File: config.mk
export PLATFORM = sky130hd
export DESIGN_NAME = aurora_8b10b_0_link_reset_ctrl
export DESIGN_NICKNAME = d
export VERILOG_FILES = /design/src/rtl/aurora_8b10b_0_link_reset_ctrl.sv
export SDC_FILE = /design/constraint.sdc
export NUM_CORES = 1
export LEC_CHECK = 0
export CAP_MARGIN = 20
export CORE_MARGIN = 4
export CORE_UTILIZATION = 60
export CTS_BUF_LIST = sky130_fd_sc_hd__clkbuf_4
export CTS_CLUSTER_SIZE = 8
export DETAILED_ROUTE_END_ITERATION = 7
export PLACE_DENSITY = 0.8
export SLEW_MARGIN = 20
export SYNTH_ARGS = -nofsm -noshare
export SYNTH_HDL_FRONTEND = slang
export SYNTH_SLANG_ARGS = --single-unit
File: constraint.sdc
create_clock -name INIT_CLK_IN -period 3.1 [get_ports INIT_CLK_IN]
set_input_delay 0.62 -clock INIT_CLK_IN [delete_from_list [all_inputs] [get_ports INIT_CLK_IN]]
set_output_delay 0.62 -clock INIT_CLK_IN [all_outputs]
set_load 0.1 [all_outputs]
File: src/rtl/aurora_8b10b_0_link_reset_ctrl.sv
// aurora_8b10b_0_link_reset_ctrl: reset sequencer and link watchdog for the Aurora support reset logic
//   INIT_CLK_IN      free-running clock, all logic on its rising edge
//   RESET            asynchronous active-high reset
//   ENABLE           low holds the link in reset (DISABLED)
//   FORCE_RESET      single-cycle software request to restart the sequence
//   LANE_UP          lane status from USER_CLK domain, synchronised internally
//   CHANNEL_UP       channel status, synchronised internally
//   HARD_ERR         hard error, synchronised internally
//   GT_RESET_OUT     to debouncer GT_RESET_IN
//   SYSTEM_RESET_OUT to debouncer RESET
//   LINK_OK          high only while the link is up
//   RETRY_CNT        saturating count of retries, cleared only by RESET
//   STATE            current state encoding
module aurora_8b10b_0_link_reset_ctrl #(
    parameter int GT_RST_CYCLES  = 256,
    parameter int SYS_RST_CYCLES = 128,
    parameter int LANE_TIMEOUT   = 1000000,
    parameter int CHAN_TIMEOUT   = 1000000,
    parameter int DROP_FILTER    = 16
) (
    input  logic       INIT_CLK_IN,
    input  logic       RESET,
    input  logic       ENABLE,
    input  logic       FORCE_RESET,
    input  logic       LANE_UP,
    input  logic       CHANNEL_UP,
    input  logic       HARD_ERR,
    output logic       GT_RESET_OUT,
    output logic       SYSTEM_RESET_OUT,
    output logic       LINK_OK,
    output logic [7:0] RETRY_CNT,
    output logic [2:0] STATE
);
    typedef enum logic [2:0] {
        DISABLED  = 3'd0,
        GT_RST    = 3'd1,
        SYS_RST   = 3'd2,
        WAIT_LANE = 3'd3,
        WAIT_CHAN = 3'd4,
        UP        = 3'd5
    } state_t;

    localparam logic [23:0] GT_LAST   = 24'(GT_RST_CYCLES - 1);
    localparam logic [23:0] SYS_LAST  = 24'(SYS_RST_CYCLES - 1);
    localparam logic [23:0] LANE_LAST = 24'(LANE_TIMEOUT - 1);
    localparam logic [23:0] CHAN_LAST = 24'(CHAN_TIMEOUT - 1);
    localparam logic [23:0] DROP_LAST = 24'(DROP_FILTER - 1);

    state_t      state, nxt;
    logic [23:0] timer, drop;
    logic [1:0]  lane_sync, chan_sync, herr_sync;
    logic        lane_up_s, chan_up_s, hard_err_s;
    logic        retry, restart, enter, timed;

    assign lane_up_s  = lane_sync[1];
    assign chan_up_s  = chan_sync[1];
    assign hard_err_s = herr_sync[1];
    assign STATE      = state;
    // A forced restart re-enters GT_RST even when already there, so the timer must clear.
    assign enter      = restart || (nxt != state);
    assign timed      = (state == GT_RST) || (state == SYS_RST) ||
                        (state == WAIT_LANE) || (state == WAIT_CHAN);

    always_comb begin
        nxt     = state;
        retry   = 1'b0;
        restart = 1'b0;
        if (!ENABLE)
            nxt = DISABLED;
        else if (state == DISABLED)
            nxt = GT_RST;
        else if (FORCE_RESET) begin
            nxt     = GT_RST;
            retry   = 1'b1;
            restart = 1'b1;
        end else begin
            case (state)
                GT_RST:    nxt = (timer == GT_LAST) ? SYS_RST : GT_RST;
                SYS_RST:   nxt = (timer == SYS_LAST) ? WAIT_LANE : SYS_RST;
                WAIT_LANE: begin
                    if (lane_up_s)
                        nxt = WAIT_CHAN;
                    else if (timer == LANE_LAST) begin
                        nxt   = GT_RST;
                        retry = 1'b1;
                    end
                end
                WAIT_CHAN: begin
                    if (chan_up_s)
                        nxt = UP;
                    else if (!lane_up_s || timer == CHAN_LAST) begin
                        nxt   = GT_RST;
                        retry = 1'b1;
                    end
                end
                UP: begin
                    // drop holds the number of consecutive low cycles already seen
                    if (hard_err_s || (!chan_up_s && drop == DROP_LAST)) begin
                        nxt   = GT_RST;
                        retry = 1'b1;
                    end
                end
                default:   nxt = GT_RST;
            endcase
        end
    end

    always_ff @(posedge INIT_CLK_IN or posedge RESET) begin
        if (RESET) begin
            state            <= GT_RST;
            timer            <= '0;
            drop             <= '0;
            RETRY_CNT        <= '0;
            GT_RESET_OUT     <= 1'b1;
            SYSTEM_RESET_OUT <= 1'b1;
            LINK_OK          <= 1'b0;
            lane_sync        <= '0;
            chan_sync        <= '0;
            herr_sync        <= '0;
        end else begin
            lane_sync        <= {lane_sync[0], LANE_UP};
            chan_sync        <= {chan_sync[0], CHANNEL_UP};
            herr_sync        <= {herr_sync[0], HARD_ERR};
            state            <= nxt;
            timer            <= enter ? '0 : (timed ? timer + 24'd1 : timer);
            drop             <= (enter || chan_up_s) ? '0 : drop + 24'd1;
            RETRY_CNT        <= (retry && RETRY_CNT != 8'hFF) ? RETRY_CNT + 8'd1 : RETRY_CNT;
            GT_RESET_OUT     <= (nxt == DISABLED) || (nxt == GT_RST);
            SYSTEM_RESET_OUT <= (nxt == DISABLED) || (nxt == GT_RST) || (nxt == SYS_RST);
            LINK_OK          <= (nxt == UP);
        end
    end
endmodule

==> results of run 1 <==
## layout make-up
type | instances | area, µm²
Timing Repair Buffer | 30 | 290
Multi-Input combinational cell | 277 | 2210
Sequential cell | 68 | 1710
Clock buffer | 9 | 67.6
Clock inverter | 6 | 66.3
Fill cell | 493 | 2000
Tap cell | 77 | 96.3
Inverter | 15 | 56.3
## state kept, by name (all words and copies together) (netlist names)
| signal | flops |
|---|---|
| herr_sync | 2 |
| timer | 24 |
| GT_RESET_OUT | 1 |
| chan_sync | 2 |
| RETRY_CNT | 8 |
| STATE | 3 |
| drop | 24 |
| lane_sync | 2 |
| SYSTEM_RESET_OUT | 1 |
| LINK_OK | 1 |
## cells in the mapped netlist, drive strengths merged, types with 13 or more instances
cell	number
a2111oi	23
a211oi	28
buf	13
clkbuf	15
dfrtp	65
inv	15
nand2	23
nand3	22
nand4	16
nor2	17
nor4	17
xnor2	31
xor2	22
## stage by stage
step | utilization | setup WS [ns] | area [µm²] | instances | total power, µW
6_report | 0.692 | 0.252 | 4500 | 482 | 2000
5_1_grt | 0.692 | 0.0121 | 4500 | 482 | 2080
4_1_cts | 0.689 | 0.246 | 4470 | 479 | 2010
3_5_place_dp | 0.668 | 0.201 | 4340 | 464 | 1440
3_3_place_gp | 0.668 | 0.290 | 4340 | 464 | 1420
2_1_floorplan | - | 0.00605 | 4130 | 388 | 1330
## cell families (layout without fill, tap and decap cells)
family / after synthesis / after routing / share of synthesized area
mux: 2 / 2 / 0.00516
compound gates: 82 / 82 / 0.213
flops: 68 / 68 / 0.414
xor+xnor: 53 / 53 / 0.113
fa+ha+maj: 4 / 4 / 0.0122
buf+inv: 43 / 60 / 0.0519
simple gates: 136 / 136 / 0.191
## power groups by stage
stage                     clock network [µW]  logic (µW)  registers (µW)
final                                    580         441             975
after global routing                     630         464             981
after CTS                                589         445             974
after detailed placement                   0         444             991
after global placement                     0         436             987
after floorplan                            0         146            1180
## routing by layer
layer  track usage  share of wire  vias to the layer above
met5             0              0                        -
met4        0.0716          0.016                        0
met3        0.0417          0.041                       17
met2         0.344           0.49                       91
met1         0.306           0.45                     1533
li1              -              -                     1479
## cells in the final DEF (no fill, tap or decap), drive strengths merged, types with 4 or more instances in the layout
master / synthesis / layout
a2111oi: 23 / 23
nor3: 10 / 10
o211ai: 5 / 5
clkbuf: 15 / 9
ha: 4 / 4
nor2: 17 / 17
nor4: 17 / 17
and4: 5 / 5
xor2: 22 / 22
clkdlybuf4s50: 0 / 6
a21oi: 10 / 10
a211oi: 28 / 28
nand4: 16 / 16
nand2: 23 / 23
buf: 13 / 24
o21ai: 7 / 7
or3: 4 / 4
nand3: 22 / 22
and3: 8 / 8
inv: 15 / 15
xnor2: 31 / 31
and2: 5 / 5
dfrtp: 65 / 65
## what timing repair did
item / 4_1_cts / 5_1_grt
setup buffers: 0 / 3
setup endpoints to repair: 0 / 1
hold buffers: 0 / 0
## worst max path at each step
stage                      from       end  cells past startpoint  slack, ns
floorplan              STATE[1]  drop[17]                     11      0.006
global placement    FORCE_RESET  drop[16]                      8       0.29
detailed placement  FORCE_RESET  drop[18]                      8       0.20
CTS                    STATE[1]  drop[19]                      9       0.25
global route           STATE[1]   drop[3]                      9       0.01
finish                 timer[0]  drop[19]                      8       0.25
==> flow_metrics.tcl, run 1 <==
set metrics [dict create \
    status "completed" \
    rows 29 \
    initial_core_util 0.634 \
    slew_viol_final 0 \
    p_int_uw 1260 \
    drtPass1Iterations 7 \
    nNetsFinal 412 \
    worstSkewPairLatency_ns 0.42 \
    rsz0062_at_grt "false" \
    grt_remaining_overflow 0 \
    rr_startpoint "timer[0]" \
    cts_buffers 9 \
    hold_viol 0 \
    cts_buffer_depth 2 \
    synth_top_area_share 0.395 \
    clock-root-buffer "clkbuf_4" \
    synth-main-ff-cell "dfrtp_1" \
    drive_gt1_frac 0.242 \
    pwr-share-clk 0.290 \
    hold_depth 0 \
    tns_ns 0 \
    path_class "flop to flop" \
    wl_per_cell_um 17.9 \
    first_iter_violations 248 \
    routed_wirelength_um 8620 \
    r2r_cells 8 \
    ys_top_cells_by_area "dfrtp_1, a2111oi_2, xnor2_1" \
    antenna_cells 0 \
    power_leakage_uw 0.00166 \
    grt_pass1_vias 3031 \
    end_kind "flop" \
    setup_violations 0 \
    maxCapViolCount 0 \
    dp_hpwl_um 5460 \
    crit_path_max_fanout 48 \
    num_vias 3120 \
    worstSetupStartpointType "flop" \
    r2r_slack_ns 0.25 \
    tightestPinTransition_ns 0.911 \
    min_from "chan_sync[0]" \
    synth_edf_count 0 \
    p_sw_frac 0.366 \
    drcViolationCount 0 \
    core_area_um2 6490 \
    antenna_left 0 \
    whs_ns 0.363 \
    max_freq_mhz 351 \
    clock-sinks 68 \
    syn-num-nets 399 \
    ys_ff_latch 68 \
    syn-cell-area_um2 4120 \
    power.density_nw_per_um2 444 \
    crit_buf_inv 1 \
    fin_skew_ns 0.0137 \
    ir_worst_vdd_mv 0.626 \
    synth_warnings 0 \
    grt_max_degree 69 \
    cts_resized 0 \
    fin_crit_ns 2.85 \
    pin_count 21 \
    cp_cell_sequence "ha_1, nor4b_4, nand4_4, or3_4, a221oi_2, o21ai_4, buf_12, a2111oi_2" \
    area_delta_synth_final_pct 9.14 \
    hold_path.class "flop to flop" \
    synth-seq-area-share 0.414 \
    r2r-end "drop[19]" \
    antenna_found_initial 0 \
    p_comb_frac 0.221 \
    required_ns 3.40 \
    cts_tree "built" \
    dieArea_um2 8250 \
    holdPathEnd "chan_sync[1]" \
    cp_top_family "simple AND/OR/NAND/NOR gates" \
    synth_top_cell_by_area "dfrtp_1" \
    p_seq_frac 0.489 \
    gp_congestion 0.846 \
    viasPerCell 6.47 \
    crit_path_max_incr_delay_ns 0.44 \
    slew_headroom 0.387 \
    synth_cell_types 50 \
    die_width_um 90.9 \
    grt_pass1_wl_um 14900 \
    critPathSlowestCell "or3_4" \
    die_h_um 90.9 \
    ctsHtreeMaxLevel 3 \
    async_reset_ff_frac 1.00 \
    synth_cells 388 \
    arrival_ns 3.15 \
    track_usage 0.219 \
    period_share 0.919 \
    clk_pin_slew_ns 0.11 \
    power.switching_uw 731 \
    avgSynthCellArea_um2 10.6 \
    numPortBuffers 20 \
]
Note: power is estimated with default switching activity, not from simulation.
==> inputs of run 2 (changes only) <==
--- a/config.mk
+++ b/config.mk
@@ -11,8 +11,10 @@
 export CTS_BUF_LIST = sky130_fd_sc_hd__clkbuf_4
 export CTS_CLUSTER_SIZE = 8
 export DETAILED_ROUTE_END_ITERATION = 7
+export GPL_TIMING_DRIVEN = 0
 export PLACE_DENSITY = 0.8
 export SLEW_MARGIN = 20
 export SYNTH_ARGS = -nofsm -noshare
 export SYNTH_HDL_FRONTEND = slang
 export SYNTH_SLANG_ARGS = --single-unit
+export TNS_END_PERCENT = 5
==> constraint.sdc (replaced) <==
create_clock -name INIT_CLK_IN -period 3.15 [get_ports INIT_CLK_IN]
set_input_delay 0.63 -clock INIT_CLK_IN [delete_from_list [all_inputs] [get_ports INIT_CLK_IN]]
set_output_delay 0.63 -clock INIT_CLK_IN [all_outputs]
set_load 0.1 [all_outputs]
==> run 2 against run 1 <==
Net effect:
- wire length is 1.9% higher
- register-to-register slack hardly changed
- sequential share of layout area is 0.75 points lower
- non-clock buffer count is 22 higher
- largest power group unchanged
==> flow_metrics.tcl, run 2 (same netlist as run 1, synthesis figures left out) <==
set metrics [dict create \
    die_width_um 90.9 \
    dieArea_um2 8250 \
    ctsHtreeMaxLevel 3 \
    power.density_nw_per_um2 414 \
    p_int_uw 1180 \
    placed_area_um2 4450 \
    r2r_slack_ns 0.26 \
    clock-root-buffer "clkbuf_4" \
    crit_path_max_fanout 10 \
    fin_skew_ns 0.0125 \
    area_delta_synth_final_pct 11.3 \
    nNetsFinal 434 \
    rsz0062_at_grt "false" \
    viasPerCell 6.35 \
    tns_ns 0 \
    fin_crit_ns 2.89 \
    clk_pin_slew_ns 0.12 \
    rows 29 \
    dp_hpwl_um 6300 \
    rr_startpoint "STATE[1]" \
    instances_no_fill 505 \
    grt_max_degree 49 \
    period_share 0.919 \
    path_class "flop to flop" \
    status "completed" \
    p_comb_frac 0.240 \
    drtPass1Iterations 4 \
    ir_worst_vdd_mv 0.996 \
    startpoint "STATE[1]" \
    tightestPinTransition_ns 0.981 \
    final_common_cell "dfrtp_1" \
    dp.cells 486 \
    wl_per_cell_um 17.4 \
    hold_path.class "flop to flop" \
    slew_viol_final 0 \
    antenna_cells 0 \
    cts_tree "built" \
    gp_congestion 0.916 \
    drive_gt1_frac 0.215 \
    power_leakage_uw 0.00168 \
    numPortBuffers 20 \
    p_seq_frac 0.502 \
    antenna_left 0 \
    cts_buffers 9 \
    core_area_um2 6490 \
    arrival_ns 3.22 \
    routed_wirelength_um 8780 \
    grt_pass1_wl_um 15200 \
    die_h_um 90.9 \
    num_vias 3205 \
    first_iter_violations 240 \
    whs_ns 0.355 \
    required_ns 3.48 \
    layout_common_cells "dfrtp_1, xnor2_1, nand2_1" \
    antenna_found_initial 0 \
    postLayoutCellArea_um2 4590 \
    final_util 0.706 \
    maxCapViolCount 0 \
    grt_remaining_overflow 0 \
    hold_viol 0 \
    pin_count 21 \
    worstSkewPairLatency_ns 0.43 \
    clock-sinks 68 \
    pwr-share-clk 0.258 \
    p_sw_frac 0.380 \
    setup_violations 0 \
    max_freq_mhz 346 \
    worstSetupStartpointType "flop" \
    grt_pass1_vias 3141 \
    reg.largest.list "drop: 24 flops, timer: 24 flops, RETRY_CNT: 8 flops" \
    end_kind "flop" \
    cts_buffer_depth 2 \
    track_usage 0.225 \
    min_from "chan_sync[0]" \
    slew_headroom 0.344 \
    power.switching_uw 722 \
    initial_core_util 0.634 \
    drcViolationCount 0 \
]
## run 2: cell count changes in the layout (fill, tap and decap cells not counted), sizes merged
cell,delta
clkbuf,+14
clkdlybuf4s50,+14
buf,-6
clkinv,+2
bufinv,-1
## run 2: routing by layer
metal	GRT usage	wire length [µm]
met1	0.298	3820
met2	0.363	4380
met3	0.0583	445
met4	0.0716	141
met5	0	0
## run 2: path summary, 6_finish.rpt
path | end | cells after the start
worst max-delay path | drop[17] | 10
worst min-delay path | chan_sync[1] | 0
worst max register to register | drop[17] | 10
worst min register to register | chan_sync[1] | 0
max in group asynchronous | GT_RESET_OUT | 3
min in group asynchronous | drop[11] | 2
## run 2: critical path, stage by stage (launching register included)
cell and delay (ns):
dfrtp_2 0.45, inv_2 0.11, ha_1 0.27, o21bai_1 0.22, a211oi_2 0.27, o211ai_1 0.13, a222oi_1 0.45, nand2_1 0.13
buf_4 0.21, buf_2 0.21, a2111oi_2 0.34
## run 2: layout make-up
| type | instances | area (µm²) |
|---|---|---|
| Sequential cell | 68 | 1710 |
| Tap cell | 77 | 96.3 |
| Fill cell | 476 | 1910 |
| Buffer | 27 | 154 |
| Clock inverter | 7 | 43.8 |
| Multi-Input combinational cell | 277 | 2200 |
| Inverter | 15 | 58.8 |
| Timing Repair Buffer | 25 | 258 |
| Clock buffer | 9 | 67.6 |
## run 2: power by group through the flow
stage	clock [µW]	sequential (µW)	combinational (µW)
2_1_floorplan	0	1170	144
3_3_place_gp	0	968	445
3_5_place_dp	0	970	459
4_1_cts	495	953	460
5_1_grt	539	961	483
6_report	489	954	456
## run 2: timing repair
action	4_1_cts	5_1_grt
setup endpoints to repair	0	20
setup buffers	0	4
hold buffers	0	0
gates resized for setup	0	1
## run 2: per-stage QoR
| stage | setup WS, ns | power (µW) |
|---|---|---|
| after detailed placement | 0.000182 | 1430 |
| after CTS | 0.0260 | 1910 |
| after global routing | 0.0615 | 1980 |
| after floorplan | 0.0295 | 1310 |
| final | 0.256 | 1900 |
| after global placement | -0.517 | 1410 |
==> inputs of run 3 (changes only) <==
--- a/config.mk
+++ b/config.mk
@@ -8,12 +8,11 @@
 export CAP_MARGIN = 20
 export CORE_MARGIN = 4
 export CORE_UTILIZATION = 60
-export CTS_BUF_LIST = sky130_fd_sc_hd__clkbuf_4
+export CTS_BUF_LIST = sky130_fd_sc_hd__clkbuf_2
 export CTS_CLUSTER_SIZE = 8
 export DETAILED_ROUTE_END_ITERATION = 7
 export GPL_TIMING_DRIVEN = 0
 export PLACE_DENSITY = 0.8
-export SLEW_MARGIN = 20
 export SYNTH_ARGS = -nofsm -noshare
 export SYNTH_HDL_FRONTEND = slang
 export SYNTH_SLANG_ARGS = --single-unit
==> run 3 against run 2 <==
Net effect:
- combinational power decreased by 1%
- die area stayed put
- utilization is essentially flat
- non-clock buffer count decreased by 4
- final cell count fell by 0.79%
- design area is essentially flat
- wire length down 0.55%
- sequential share of layout area hardly changed
- critical path depth unchanged
- via count is 2.5% lower
==> flow_metrics.tcl, run 3 (same netlist as run 1, synthesis figures left out) <==
set metrics [dict create \
    final_common_cell "dfrtp_1" \
    maxCapViolCount 0 \
    pwr-share-clk 0.318 \
    tightestPinTransition_ns 0.997 \
    nNetsFinal 430 \
    multi_input_area_um2 2200 \
    antenna_found_initial 0 \
    dieArea_um2 8250 \
    antenna_cells 0 \
    hold_path.class "flop to flop" \
    rr_startpoint "STATE[1]" \
    pin_count 21 \
    drtPass1Iterations 5 \
    status "completed" \
    ir_worst_vdd_mv 0.754 \
    cts_buffers 9 \
    cts_tree "built" \
    grt_pass1_vias 3079 \
    clock-root-buffer "clkbuf_2" \
    gp_congestion 0.916 \
    first_iter_violations 216 \
    clock-sinks 68 \
    worstSetupStartpointType "flop" \
    numPortBuffers 20 \
    hold_viol 0 \
    hold_depth 0 \
    slew_headroom 0.333 \
    ctsHtreeMaxLevel 3 \
    power.density_nw_per_um2 450 \
    grt_pass1_wl_um 15200 \
    end_kind "flop" \
    layout_common_cells "dfrtp_1, xnor2_1, nand2_1" \
    seqCellArea_um2 1710 \
    die_width_um 90.9 \
    rows 29 \
    crit_path_max_fanout 10 \
    fin_crit_ns 2.95 \
    power_leakage_uw 0.00169 \
    nFillCells 473 \
    drive_gt1_frac 0.210 \
    p_sw_frac 0.341 \
    routed_wirelength_um 8730 \
    cts_buffer_depth 2 \
    die_h_um 90.9 \
    r2r_cells 10 \
    reg.largest.list "drop: 24 flops, timer: 24 flops, RETRY_CNT: 8 flops" \
    initial_core_util 0.634 \
    instances_no_fill 501 \
    setup_violations 0 \
    worstSkewPairLatency_ns 0.50 \
    holdPathEnd "herr_sync[1]" \
    p_seq_frac 0.464 \
    p_int_uw 1360 \
    drcViolationCount 0 \
    num_vias 3125 \
    max_freq_mhz 339 \
    r2r-end "drop[21]" \
    rsz0062_at_grt "false" \
    required_ns 3.55 \
    dp.cells 485 \
    core_area_um2 6490 \
    cts_hold_buf 0 \
    fin_skew_ns 0.0177 \
    final_util 0.706 \
    total_power_uw 2060 \
    track_usage 0.226 \
    path_class "flop to flop" \
    power.switching_uw 703 \
    whs_ns 0.373 \
    antenna_left 0 \
    viasPerCell 6.24 \
    slew_viol_final 0 \
    grt_max_degree 69 \
    wl_per_cell_um 17.4 \
    clk_pin_slew_ns 0.19 \
    min_from "herr_sync[0]" \
    r2r_slack_ns 0.20 \
    period_share 0.937 \
    area_delta_synth_final_pct 11.3 \
    arrival_ns 3.35 \
    grt_remaining_overflow 0 \
    p_comb_frac 0.218 \
    dp_hpwl_um 6130 \
]
==> run 3: cell count changes in the layout (fill, tap and decap cells not counted) <==
cell        previous run  this run
clkbuf_2               2        11
buf_16                 1         0
clkinvlp_4             3         1
buf_4                  5         2
clkinv_1               2         1
clkbuf_4               9         0
bufinv_16              0         3
==> run 3: power by group through the flow <==
| stage | sequential, µW | clock [µW] | combinational [µW] |
|---|---|---|---|
| 6_report | 957 | 655 | 450 |
| 3_3_place_gp | 968 | 0 | 445 |
| 2_1_floorplan | 1170 | 0 | 144 |
| 5_1_grt | 967 | 717 | 479 |
| 4_1_cts | 956 | 677 | 454 |
| 3_5_place_dp | 971 | 0 | 453 |
==> run 3: layer usage <==
layer,global-route usage,share of wire
met5,0,0
met4,0.0691,0.019
met3,0.0608,0.043
met2,0.356,0.48
met1,0.305,0.45
==> run 3: worst max path at each step <==
stage | from | to | slack, ns | cells past startpoint
after detailed placement | FORCE_RESET | drop[21] | -0.008 | 9
after global routing | STATE[1] | drop[18] | 0.04 | 10
after floorplan | STATE[1] | drop[17] | 0.03 | 11
final | STATE[1] | drop[21] | 0.20 | 10
after global placement | RESET | STATE[1] | -0.52 | 2
after CTS | STATE[1] | drop[18] | 0.02 | 11
==> run 3: layout make-up <==
type                       count  share of cell area
multi-input combinational    277               0.480
sequential                    68               0.373
timing repair buffer          21              0.0453
buffer                        27              0.0336
clock inverter                 7              0.0251
tap                           77              0.0210
inverter                      15              0.0128
clock buffer                   9             0.00983
==> run 3: per-stage QoR <==
stage / setup WS, ns / setup TNS, ns / cell area, µm²
after detailed placement: -0.00817 / -0.0204 / 4420
after global routing: 0.0434 / 0 / 4580
final: 0.199 / 0 / 4580
after global placement: -0.517 / -20.26 / 4420
after floorplan: 0.0295 / 0 / 4120
after CTS: 0.0208 / 0 / 4580
==> run 3: repair_timing <==
action	in CTS	in global routing
setup buffers	0	1
endpoints found under the setup margin	0	39
gates resized for setup	0	1
endpoints found under the hold margin	0	0
==> run 3: worst max-delay path, stage by stage (launching register included) <==
cell	delay (ns)
dfrtp_2	0.48
inv_2	0.11
ha_1	0.26
o21bai_1	0.22
a211oi_2	0.28
o211ai_1	0.13
a222oi_1	0.47
nand2_1	0.13
buf_4	0.21
buf_2	0.22
a2111oi_2	0.35
